--- config.mk ---
export PLATFORM = sky130hd
export DESIGN_NAME = rv32_instr_encoder
export DESIGN_NICKNAME = d
export VERILOG_FILES = /design/src/rtl/rv32_instr_encoder.sv
export SDC_FILE = /design/constraint.sdc
export NUM_CORES = 1
export LEC_CHECK = 0
export BUFFER_PORTS_ARGS = -buffer_cell sky130_fd_sc_hd__clkbuf_2
export CAP_MARGIN = 30
export CORE_MARGIN = 1.5
export CORE_UTILIZATION = 45
export DETAILED_ROUTE_END_ITERATION = 8
export GPL_ROUTABILITY_DRIVEN = 1
export HOLD_SLACK_MARGIN = 0.08
export PLACE_DENSITY = 0.89
export SYNTH_ARGS = -nofsm -noshare
export SYNTH_HDL_FRONTEND = slang
export SYNTH_SLANG_ARGS = --single-unit
--- constraint.sdc ---
create_clock -name clk -period 2.3 [get_ports clk]
set_input_delay 0.575 -clock clk [delete_from_list [all_inputs] [get_ports clk]]
set_output_delay 0.575 -clock clk [all_outputs]
set_load 0.02 [all_outputs]
--- src/rtl/rv32_instr_encoder.sv ---
// RV32I instruction encoder/loader: packs field bundles into instruction words and writes them to imem.
// Optional build macro RV32_ENC_IMM_RANGE_CHECK_EN rejects immediates that do not fit their format.
//
// state | meaning
// IDLE  | waiting for a field bundle; in_ready = !full
// WRITE | imem_we high, addr/data held until imem_ready
module rv32_instr_encoder #(
  parameter int ADDR_W    = 10,
  parameter int DEPTH     = 1024,
  parameter int BASE_ADDR = 0
) (
  input  logic              clk,
  input  logic              rst_n,
  input  logic              clr,
  input  logic              in_valid,
  output logic              in_ready,
  input  logic [6:0]        opcode,
  input  logic [4:0]        rd,
  input  logic [4:0]        rs1,
  input  logic [4:0]        rs2,
  input  logic [2:0]        funct3,
  input  logic [6:0]        funct7,
  input  logic [31:0]       imm,
  output logic              imem_we,
  output logic [ADDR_W-1:0] imem_addr,
  output logic [31:0]       imem_wdata,
  input  logic              imem_ready,
  output logic              err,
  output logic              full,
  output logic [ADDR_W:0]   count
);

  localparam logic [6:0] OP_R    = 7'b0110011;
  localparam logic [6:0] OP_IA   = 7'b0010011;
  localparam logic [6:0] OP_LW   = 7'b0000011;
  localparam logic [6:0] OP_JALR = 7'b1100111;
  localparam logic [6:0] OP_S    = 7'b0100011;
  localparam logic [6:0] OP_B    = 7'b1100011;
  localparam logic [6:0] OP_J    = 7'b1101111;

  localparam logic [ADDR_W-1:0] BASE_C  = ADDR_W'(BASE_ADDR);
  localparam logic [ADDR_W:0]   DEPTH_C = (ADDR_W+1)'(DEPTH);

  typedef enum logic {IDLE, WRITE} state_t;

  state_t      state, state_nxt;
  logic [31:0] enc_word;
  logic        enc_ok;
  logic        hs;

  // Upper immediate bits never reach any encoding.
  logic unused_imm;
  assign unused_imm = ^imm[31:21];

`ifdef RV32_ENC_IMM_RANGE_CHECK_EN
  logic signed [31:0] simm;
  logic               fits_i, fits_b, fits_j;
  assign simm   = $signed(imm);
  assign fits_i = (simm >= -32'sd2048) && (simm <= 32'sd2047);
  assign fits_b = !imm[0] && (simm >= -32'sd4096) && (simm <= 32'sd4094);
  assign fits_j = !imm[0] && (simm >= -32'sd1048576) && (simm <= 32'sd1048574);
`endif

  always_comb begin
    enc_word = 32'h0;
    enc_ok   = 1'b1;
    case (opcode)
      OP_R: enc_word = {funct7, rs2, rs1, funct3, rd, opcode};
      OP_IA, OP_LW, OP_JALR: begin
        enc_word = {imm[11:0], rs1, funct3, rd, opcode};
`ifdef RV32_ENC_IMM_RANGE_CHECK_EN
        enc_ok = fits_i;
`endif
      end
      OP_S: begin
        enc_word = {imm[11:5], rs2, rs1, funct3, imm[4:0], opcode};
`ifdef RV32_ENC_IMM_RANGE_CHECK_EN
        enc_ok = fits_i;
`endif
      end
      OP_B: begin
        enc_word = {imm[12], imm[10:5], rs2, rs1, funct3, imm[4:1], imm[11], opcode};
`ifdef RV32_ENC_IMM_RANGE_CHECK_EN
        enc_ok = fits_b;
`endif
      end
      OP_J: begin
        enc_word = {imm[20], imm[10:1], imm[11], imm[19:12], rd, opcode};
`ifdef RV32_ENC_IMM_RANGE_CHECK_EN
        enc_ok = fits_j;
`endif
      end
      default: enc_ok = 1'b0;
    endcase
  end

  assign full = (count == DEPTH_C);
  assign hs   = in_valid && in_ready;

  always_ff @(posedge clk) begin
    if (!rst_n) state <= IDLE;
    else        state <= state_nxt;
  end

  always_comb begin
    state_nxt = state;
    case (state)
      IDLE:  if (!clr && hs && enc_ok) state_nxt = WRITE;
      WRITE: if (clr || imem_ready)    state_nxt = IDLE;
      default: state_nxt = IDLE;
    endcase
  end

  always_comb begin
    in_ready = 1'b0;
    imem_we  = 1'b0;
    case (state)
      IDLE:  in_ready = rst_n && !full;
      WRITE: imem_we  = 1'b1;
      default: ;
    endcase
  end

  // clr wins over a simultaneous handshake or write completion.
  always_ff @(posedge clk) begin
    if (!rst_n) begin
      imem_addr  <= BASE_C;
      imem_wdata <= 32'h0;
      count      <= '0;
      err        <= 1'b0;
    end else begin
      err <= 1'b0;
      if (clr) begin
        imem_addr <= BASE_C;
        count     <= '0;
      end else begin
        case (state)
          IDLE: if (hs) begin
            if (enc_ok) imem_wdata <= enc_word;
            else        err        <= 1'b1;
          end
          WRITE: if (imem_ready) begin
            imem_addr <= imem_addr + 1'b1;
            count     <= count + 1'b1;
          end
          default: ;
        endcase
      end
    end
  end

endmodule

==> summary.md, run 1 <==
| Metric | Value |
|---|---|
| Vias/cell | `5.53` |
| Syn-to-layout area delta | `25.6%` |
| Fin crit share | `0.958` |
| Commonest non-fill, non-tap cell in the layout | `clkbuf_2` |
| Fin. Hold Viols | `0` |
| Largest cells by area after synthesis | `dfxtp_1, nand3_2, o21ai_2, nor2_1, a32oi_1` |
| Largest net degree at the start of global routing | `31` |
| EDFF count, synth | `0` |
| Netlist cell types | `57` |
| Met1 Wirelength | `3.04 mm` |
| Grt total ovfl | `0` |
| Asr flop ratio synth | `0` |
| Mapped Cells | `~300` |
| CP peak stage delay | `0.41 ns` |
| Initial antenna violation count | `0` |
| Slowest CP cell | `dfxtp_1` |
| Post-synthesis sequential area ratio | `0.387` |
| GRT Util Overall | `0.216` |
| # clock sinks | `55` |
| HPWL Detailed | `around 5.8 mm` |
| Syn avg cell area | `roughly 9.3 µm²` |
| Clk slew on worst S/H paths | `0.10 ns` |
| Worst Path Required | `1.73 ns` |
| Final setup margin | `0.0964 ns` |
| Port Buffers | `114` |
| Critical R2R Launch | `count[6]` |
| Synth area leader | `dfxtp_1` |
| RSZ-0062 raised after global routing | `false` |
| Crit path max fanout | `5` |
| Reg2Reg Setup Slack | `~0.32 ns` |
| Slew @ Worst Pin | `0.903 ns` |
| Fin util | `0.593` |
| Status | `finished clean` |
| Wire length on met3 | `537 µm` |
| Die H | `82.5 µm` |
| Total wire length | `around 7.6 mm` |
| DRC viols | `0` |
| Critical Path Start Type | `flip-flop` |
| Final setup viols | `0` |
| DRT iter0 DRCs | `148` |
| Die area | `6810 µm²` |
| Setup Buffers After CTS | `0` |
| Max Slew Vio Count | `0` |
| Max rail drop VDD | `265 µV` |
| H-Tree Depth | `2` |
| Core Box Area | `between 6000 and 7000 µm²` |
| TritonCTS clock tree | `yes` |
| Vias in the first global route | `between 2000 and 2500` |
| Antenna fix cells | `0` |
| Hold WC Path Type | `flip-flop to flip-flop` |
| Pleak | `1.49 nW` |
| Worst r2r dst | `imem_wdata[21]` |
| Worst Reg-to-Reg Cells | `6` |
| First-pass GRT wire length | `11.1 mm` |
| 1st-pass router iterations | `4` |
| Arrival time worst endpoint | `1.63 ns` |
| Commonest non-fill, non-tap cells in the layout | `clkbuf_2, dfxtp_1, nor2_1` |
| Hold Path Sink | `imem_wdata[20]` |
| Top sig layer | `met4` |
| Clk_lat worst skew | `0.31 ns` |
| # hold bufs at CTS | `0` |
| Die width | `82.5 µm` |
| Fin crit period | `2.20 ns` |
| Global placement routability congestion | `0.850` |
| Synth Cell Area | `2850 µm²` |
| Row Count | `28` |
| Metal2 WL | `3.84 mm` |
| Layout cells sized above 1 | `0.442` |
| Clock skew | `between 0.01 and 0.015 ns` |
| Starting Density | `0.472` |
| Hold depth | `2` |
| Setup TNS | `0 ns` |
| Seq cells post-synth | `55` |
| Crit. End Element | `primary output` |
| FMAX | `0.454 GHz` |
| Post-route design area | `3570 µm²` |
| Max Root-Sink Buffers | `2` |
| Nets | `493` |
| Power Dens Cells | `464 nW/µm²` |
| Critical-path cell list | `inv_1, ha_1, nor4b_2, and3_1, nor3_1, clkbuf_2` |
| Placed instance area | `approximately 3500 µm²` |
| Post-place setup slack | `0.112 ns` |
| Hold wc startpoint | `imem_wdata[20]` |
| Root Driver | `clkbuf_8` |
| Wire per inst | `around 15 µm` |
| Relative slew slack | `0.391` |
| Io pins | `126` |
| CTS Buf Count | `5` |
| Vias | `2744` |
| Critical setup path kind | `flip-flop to primary output` |
| Main synth FF type | `dfxtp_1` |
| Design Power | `around 0.0017 W` |
| Max Cap Violations | `0` |
| Post-Syn Nets | `377` |
| Synth top area share | `0.387` |
| Ys Warns | `0` |
| Final ANT Viol Nets | `0` |
## critical path: cells and delay by family, from the launching register on
kind	cells	cell delay, ns
flip-flops	1	0.41
adder cells (fa/ha/maj)	1	0.18
AND/OR/NAND/NOR	3	0.47
buffers and inverters	2	0.26
## kinds of logic after synthesis
group / Yosys count / share of synthesized area
fa+ha+maj: 3 / 0.0132
xor+xnor: 18 / 0.0554
flops: 55 / 0.387
compound gates: 79 / 0.215
simple gates: 124 / 0.272
mux: 3 / 0.0110
buf+inv: 23 / 0.0471
## metrics by stage
stage	cells	hold slack [ns]
2_1_floorplan	305	0.533
3_5_place_dp	489	0.449
6_report	496	0.460
5_1_grt	496	0.475
3_3_place_gp	489	0.445
4_1_cts	496	0.465
## Yosys cell counts, types with 3 or more instances
cell,number
nor2_1,28
a22oi_1,7
xnor2_1,6
o21ai_2,17
a32oi_1,12
a21oi_1,16
xor2_1,12
nor2b_1,3
nand2b_1,9
nand3_1,12
nand3_2,17
and3_1,8
nand2_1,20
o21ai_0,8
nor3_1,3
inv_1,5
dfxtp_1,55
ha_1,3
buf_6,5
nand4_1,6
buf_2,8
## worst max-delay path by stage
stage / from / endpoint / cells after the start
after floorplan: count[0] / in_ready / 5
after global placement: opcode[4] / imem_wdata[13] / 7
after detailed placement: opcode[4] / imem_wdata[13] / 7
after CTS: count[0] / in_ready / 6
after global routing: count[1] / in_ready / 6
final: count[1] / in_ready / 6
## repair_timing
action	4_1_cts	5_1_grt
gates resized for setup	0	1
hold endpoints to repair	0	0
endpoints found under the setup margin	0	1
## layer usage
layer	vias to the layer above	GRT usage
met5	-	0
met2	89	0.357
met1	1297	0.259
li1	1342	-
met3	16	0.0714
met4	0	0.0817
## cell type report
cell class	count	area (µm²)
sequential	55	1100
clock buffer	5	68.8
multi-input combinational	227	1610
clock inverter	2	16.3
tap	75	93.8
timing repair buffer	126	661
fill	531	2450
inverter	6	22.5
## report_power, final
group          leakage [nW]  internal [W]  switching [W]  total [W]
registers             0.444      0.000954     0.00000128   0.000955
clock network        0.0406      0.000213       0.000322   0.000535
logic                  1.01     0.0000715      0.0000961   0.000168
total                  1.49       0.00124       0.000419    0.00166
## flip-flops by register name (all words and copies together) (netlist names)
register / count
count: 11
err: 1
imem_wdata: 32
imem_addr: 10
state: 1
Power figures use the tool's default switching activity.
==> run 2, diff against run 1 <==
--- a/config.mk
+++ b/config.mk
@@ -13,6 +13,7 @@
 export GPL_ROUTABILITY_DRIVEN = 1
 export HOLD_SLACK_MARGIN = 0.08
 export PLACE_DENSITY = 0.89
+export SETUP_SLACK_MARGIN = 0.4
 export SYNTH_ARGS = -nofsm -noshare
 export SYNTH_HDL_FRONTEND = slang
 export SYNTH_SLANG_ARGS = --single-unit
==> run 2 against run 1 <==
Compared with the run above: die area stayed put; critical path type unchanged; cell area is 5.7% higher; sequential cell count stayed put; hold slack better by 0.0014 ns; non-clock buffer count is 12 higher; clock-buffer cell count is 1 higher; critical path depth stayed put; largest cell class unchanged; worst setup slack better by 0.12 ns; global-route usage is 1.5 points higher.
==> summary.md, run 2 (same netlist as run 1, synthesis figures left out) <==
| Metric | Value |
|---|---|
| Pleak | `1.60 nW (was 1.49 nW)` |
| Max Root-Sink Buffers | `2 (unchanged)` |
| Max rail drop VDD | `289 µV (was 265 µV)` |
| Status | `finished clean (unchanged)` |
| Wire per inst | `15.4 µm (was 15.3 µm)` |
| DRC viols | `0 (unchanged)` |
| Largest registers | `imem_wdata x32, count x11, imem_addr x10 (unchanged)` |
| Critical Path Start Type | `flip-flop (unchanged)` |
| Reg2Reg Setup Slack | `0.48 ns (was 0.32 ns)` |
| Layout cells sized above 1 | `0.483 (was 0.442)` |
| Syn-to-layout area delta | `32.8% (was 25.6%)` |
| DRT iter0 DRCs | `99 (was 148)` |
| Vias | `2785 (was 2744)` |
| CTS Buf Count | `5 (unchanged)` |
| Die width | `82.5 µm (unchanged)` |
| Fin crit period | `2.09 ns (was 2.20 ns)` |
| Global placement routability congestion | `0.853 (was 0.850)` |
| Relative slew slack | `0.463 (was 0.391)` |
| Antenna fix cells | `0 (unchanged)` |
| TritonCTS clock tree | `yes (unchanged)` |
| Max Slew Vio Count | `0 (unchanged)` |
| Hold depth | `2 (unchanged)` |
| Nets | `506 (was 493)` |
| Fin crit share | `0.907 (was 0.958)` |
| Worst r2r dst | `imem_wdata[30] (was imem_wdata[21])` |
| Wire length on met3 | `439 µm (was 537 µm)` |
| Met1 Wirelength | `3.39 mm (was 3.04 mm)` |
| Slew @ Worst Pin | `0.797 ns (was 0.903 ns)` |
| Worst Path Required | `1.73 ns (about the same)` |
| Port Buffers | `114 (unchanged)` |
| Clk_lat worst skew | `0.32 ns (was 0.31 ns)` |
| RSZ-0062 raised after global routing | `true (was false)` |
| Final setup viols | `0 (unchanged)` |
| Clock skew | `0.0100 ns (was 0.0124 ns)` |
| Core Box Area | `6030 µm² (unchanged)` |
| Die area | `6810 µm² (unchanged)` |
| Max reg flops | `32 (unchanged)` |
| Row Count | `28 (unchanged)` |
| FMAX | `0.479 GHz (was 0.454 GHz)` |
| Die H | `82.5 µm (unchanged)` |
| GRT Util Overall | `0.231 (was 0.216)` |
| Largest net degree at the start of global routing | `31 (unchanged)` |
| Fin. Hold Viols | `0 (unchanged)` |
| Worst Reg-to-Reg Cells | `7 (was 6)` |
| Commonest non-fill, non-tap cell in the layout | `clkbuf_2 (unchanged)` |
| Power Dens Cells | `452 nW/µm² (was 464 nW/µm²)` |
| Vias/cell | `5.46 (was 5.53)` |
| Crit. End Element | `primary output (unchanged)` |
| Vias in the first global route | `2520 (was 2394)` |
| Initial antenna violation count | `0 (unchanged)` |
| Critical R2R Launch | `count[9] (was count[6])` |
| H-Tree Depth | `2 (unchanged)` |
| Max Cap Violations | `0 (unchanged)` |
| Post-place setup slack | `0.193 ns (was 0.112 ns)` |
| Clk slew on worst S/H paths | `0.10 ns (about the same)` |
| Hold WC Path Type | `flip-flop to flip-flop (unchanged)` |
| First-pass GRT wire length | `12.0 mm (was 11.1 mm)` |
| Top sig layer | `met4 (unchanged)` |
| Final setup margin | `0.213 ns (was 0.0964 ns)` |
| Starting Density | `0.472 (unchanged)` |
| Hold Path Sink | `imem_wdata[16] (was imem_wdata[20])` |
| Hold wc startpoint | `imem_wdata[16] (was imem_wdata[20])` |
| Metal2 WL | `3.84 mm (about the same)` |
| Fill cell count | `522 (was 531)` |
| 1st-pass router iterations | `4 (unchanged)` |
| Most flop-heavy register | `imem_wdata (unchanged)` |
| Grt total ovfl | `0 (unchanged)` |
| Arrival time worst endpoint | `1.51 ns (was 1.63 ns)` |
| Final ANT Viol Nets | `0 (unchanged)` |
| # clock sinks | `55 (unchanged)` |
| HPWL Detailed | `5.72 mm (was 5.79 mm)` |
| Setup TNS | `0 ns (unchanged)` |
| Total wire length | `7.84 mm (was 7.58 mm)` |
| Root Driver | `clkbuf_8 (unchanged)` |
| Crit path max fanout | `2 (was 5)` |
| Io pins | `126 (unchanged)` |
| Critical setup path kind | `flip-flop to primary output (unchanged)` |
| Commonest non-fill, non-tap cells in the layout | `clkbuf_2, dfxtp_1, nor2_1 (unchanged)` |
[run 2: worst max-delay path, stage by stage (launching register included)]
cell and delay, ns:
dfxtp_2 0.34, inv_2 0.07, ha_4 0.13, nor4b_4 0.21, and3_4 0.25, nor3_4 0.04
clkbuf_8 0.16
[run 2: how the worst max path moves through the flow]
stage | start | to | depth (start not counted)
floorplan | count[0] | in_ready | 5
global placement | opcode[3] | imem_wdata[30] | 7
detailed placement | opcode[3] | imem_wdata[30] | 7
CTS | count[0] | in_ready | 6
global route | count[1] | in_ready | 6
finish | count[1] | in_ready | 6
[run 2: repair_timing]
item	4_1_cts	5_1_grt
setup endpoints to repair	12	16
hold buffers	0	0
gates cloned	1	0
buffers inserted	6	6
gates resized for setup	11	7
pin swaps	3	2
[run 2: final cells by class]
cell class                 count  area (µm²)  share of cell area
timing repair buffer         138         762               0.202
clock buffer                   6        82.6              0.0219
multi-input combinational    228        1690               0.446
inverter                       6        25.0             0.00662
clock inverter                 2        20.0             0.00530
tap                           75        93.8              0.0248
sequential                    55        1110               0.293
[run 2: per-stage QoR]
stage               cell area, µm²  cells  total power, W  hold slack [ns]  utilization
floorplan                     2860    305         0.00106            0.511            -
global placement              3500    489         0.00114            0.444        0.581
detailed placement            3500    489         0.00114            0.447        0.581
CTS                           3700    504         0.00172            0.463        0.615
global route                  3780    510         0.00178            0.477        0.627
finish                        3780    510         0.00171            0.461        0.627
[run 2: metal layers]
| layer | global-route usage | up-vias |
|---|---|---|
| met5 | 0 | - |
| met4 | 0.0967 | 0 |
| met3 | 0.0593 | 15 |
| met2 | 0.365 | 82 |
| met1 | 0.299 | 1313 |
| li1 | - | 1375 |
[run 2: power breakdown]
part           switching, W  internal, W
Clock              0.000328     0.000254
Sequential       0.00000145     0.000953
Combinational     0.0000982    0.0000748
Total              0.000427      0.00128
==> run 3, diff against run 2 <==
--- a/config.mk
+++ b/config.mk
@@ -5,14 +5,15 @@
 export SDC_FILE = /design/constraint.sdc
 export NUM_CORES = 1
 export LEC_CHECK = 0
-export BUFFER_PORTS_ARGS = -buffer_cell sky130_fd_sc_hd__clkbuf_2
+export ABC_CLOCK_PERIOD_IN_PS = 2300
 export CAP_MARGIN = 30
 export CORE_MARGIN = 1.5
 export CORE_UTILIZATION = 45
 export DETAILED_ROUTE_END_ITERATION = 8
+export DONT_BUFFER_PORTS = 1
 export GPL_ROUTABILITY_DRIVEN = 1
 export HOLD_SLACK_MARGIN = 0.08
-export PLACE_DENSITY = 0.89
+export PLACE_DENSITY = 0.72
 export SETUP_SLACK_MARGIN = 0.4
 export SYNTH_ARGS = -nofsm -noshare
 export SYNTH_HDL_FRONTEND = slang
==> run 3 against run 2 <==
Compared with the run above: sequential share of layout area increased by 6.0 points; utilization down 11 points; critical path depth is 1 lower; critical path type unchanged; sequential cell count stayed put; clock-buffer cell count down 1; via count is 18% lower; largest power group unchanged; highest routed layer unchanged; first-iteration DRC count up 38%; global-route usage is 3.4 points lower.
==> summary.md, run 3 (same netlist as run 1, synthesis figures left out) <==
| Metric | Value |
|---|---|
| Total wire length | `6.96 mm (was 7.84 mm)` |
| Final setup viols | `0 (unchanged)` |
| Final ANT Viol Nets | `0 (unchanged)` |
| Crit. End Element | `primary output (unchanged)` |
| Arrival time worst endpoint | `1.43 ns (was 1.51 ns)` |
| Critical Path Start Type | `flip-flop (unchanged)` |
| CTS Buf Count | `5 (unchanged)` |
| First-pass GRT wire length | `10.0 mm (was 12.0 mm)` |
| Met1 Wirelength | `2.82 mm (was 3.39 mm)` |
| GRT Util Overall | `0.197 (was 0.231)` |
| Global placement routability congestion | `0.807 (was 0.853)` |
| Io pins | `126 (unchanged)` |
| Power Dens Cells | `502 nW/µm² (was 452 nW/µm²)` |
| Clk slew on worst S/H paths | `0.10 ns (about the same)` |
| Metal2 WL | `3.43 mm (was 3.84 mm)` |
| Wire per inst | `17.9 µm (was 15.4 µm)` |
| Antenna fix cells | `0 (unchanged)` |
| Status | `finished clean (unchanged)` |
| Setup TNS | `0 ns (unchanged)` |
| # hold bufs at CTS | `0 (unchanged)` |
| Most flop-heavy register | `imem_wdata (unchanged)` |
| Vias/cell | `5.88 (was 5.46)` |
| Largest net degree at the start of global routing | `33 (was 31)` |
| Final setup margin | `0.293 ns (was 0.213 ns)` |
| Grt total ovfl | `0 (unchanged)` |
| FMAX | `0.498 GHz (was 0.479 GHz)` |
| DRT iter0 DRCs | `137 (was 99)` |
| Max Cap Violations | `0 (unchanged)` |
| Critical setup path kind | `flip-flop to primary output (unchanged)` |
| Fin crit share | `0.873 (was 0.907)` |
| Fin. Hold Viols | `0 (unchanged)` |
| Post-place setup slack | `0.220 ns (was 0.193 ns)` |
| Wire length on met3 | `648 µm (was 439 µm)` |
| Row Count | `28 (unchanged)` |
| RSZ-0062 raised after global routing | `true (unchanged)` |
| Root Driver | `clkbuf_8 (unchanged)` |
| Largest registers | `imem_wdata x32, count x11, imem_addr x10 (unchanged)` |
| Port Buffers | `0 (was 114)` |
| Vias in the first global route | `2026 (was 2520)` |
| Core Box Area | `6030 µm² (unchanged)` |
| Relative slew slack | `0.457 (was 0.463)` |
| H-Tree Depth | `2 (unchanged)` |
| Layout cells sized above 1 | `0.274 (was 0.483)` |
| Die width | `82.5 µm (unchanged)` |
| Worst Path Required | `1.73 ns (about the same)` |
| TritonCTS clock tree | `yes (unchanged)` |
| Die H | `82.5 µm (unchanged)` |
| Top sig layer | `met4 (unchanged)` |
| Commonest non-fill, non-tap cells in the layout | `dfxtp_1, nor2_1, nand2_1 (was clkbuf_2, dfxtp_1, nor2_1)` |
| Max reg flops | `32 (unchanged)` |
| Pleak | `1.06 nW (was 1.60 nW)` |
| Max Slew Vio Count | `0 (unchanged)` |
| DRC viols | `0 (unchanged)` |
| Cell total after placement | `377 (was 489)` |
| Vias | `2286 (was 2785)` |
| # clock sinks | `55 (unchanged)` |
| Clk_lat worst skew | `0.31 ns (was 0.32 ns)` |
| Hold WC Path Type | `primary input to flip-flop (was flip-flop to flip-flop)` |
| Nets | `386 (was 506)` |
| 1st-pass router iterations | `4 (unchanged)` |
| Syn-to-layout area delta | `9.76% (was 32.8%)` |
| Non-Filler Instances | `389 (was 510)` |
| Clock skew | `0.00757 ns (was 0.0100 ns)` |
| Fin crit period | `2.01 ns (was 2.09 ns)` |
| Starting Density | `0.472 (unchanged)` |
| Initial antenna violation count | `0 (unchanged)` |
| Slew @ Worst Pin | `0.815 ns (was 0.797 ns)` |
| Die area | `6810 µm² (unchanged)` |
| Crit path max fanout | `2 (unchanged)` |
| Commonest non-fill, non-tap cell in the layout | `dfxtp_1 (was clkbuf_2)` |
| Max Root-Sink Buffers | `2 (unchanged)` |
| Max rail drop VDD | `256 µV (was 289 µV)` |
| HPWL Detailed | `5.00 mm (was 5.72 mm)` |
==> run 3: changes by cell type in the layout (fill, tap and decap cells not counted), moves of 2 or more <==
cell	before	now
clkbuf_2	112	0
buf_4	25	17
clkbuf_8	7	5
dfxtp_1	51	53
==> run 3: metrics by stage <==
| step | hold slack, ns | area (µm²) | power (W) | util |
|---|---|---|---|---|
| floorplan | 0.511 | 2860 | 0.00106 | - |
| global placement | 0.547 | 2950 | 0.00105 | 0.489 |
| detailed placement | 0.548 | 2950 | 0.00105 | 0.489 |
| CTS | 0.372 | 3070 | 0.00159 | 0.509 |
| global route | 0.372 | 3120 | 0.00163 | 0.518 |
| finish | 0.393 | 3120 | 0.00157 | 0.518 |
==> run 3: layer usage <==
| layer | vias up | global-route usage |
|---|---|---|
| met5 | - | 0 |
| li1 | 1132 | - |
| met1 | 1052 | 0.239 |
| met4 | 0 | 0.0500 |
| met2 | 95 | 0.341 |
| met3 | 7 | 0.0582 |
==> run 3: power breakdown <==
part	total (W)	leakage (nW)	internal (W)	switching [W]
Combinational	0.0000748	0.569	0.0000322	0.0000426
Clock	0.000535	0.0446	0.000215	0.000320
Sequential	0.000958	0.444	0.000954	0.00000419
Total	0.00157	1.06	0.00120	0.000367
==> run 3: layout make-up <==
class / count / area [µm²]
Sequential cell: 55 / 1100
Fill cell: 574 / 2900
Clock inverter: 2 / 17.5
Clock buffer: 5 / 68.8
Timing Repair Buffer: 18 / 148
Multi-Input combinational cell: 228 / 1670
Tap cell: 75 / 93.8
Inverter: 6 / 22.5
==> run 3: repair_timing <==
action	CTS	global route
buffers inserted	1	3
gates cloned	1	0
pin swaps	4	2
resized for setup	6	3
hold endpoints to repair	0	0
setup endpoints to repair	9	20
==> run 3: final timing paths <==
kind,from,to,slack (ns),cells after the start
worst min register to register,imem_wdata[16],imem_wdata[16],0.56,2
worst min-delay path,rst_n,imem_wdata[7],0.39,1
worst max-delay path,count[1],in_ready,0.29,5
worst max register to register,count[1],imem_wdata[23],0.52,8
==> run 3: critical path: stages (launching register included) <==
cell and delay, ns:
dfxtp_2 0.34, inv_2 0.06, ha_4 0.12, nor4b_4 0.24
and3_4 0.30, nor3_4 0.07
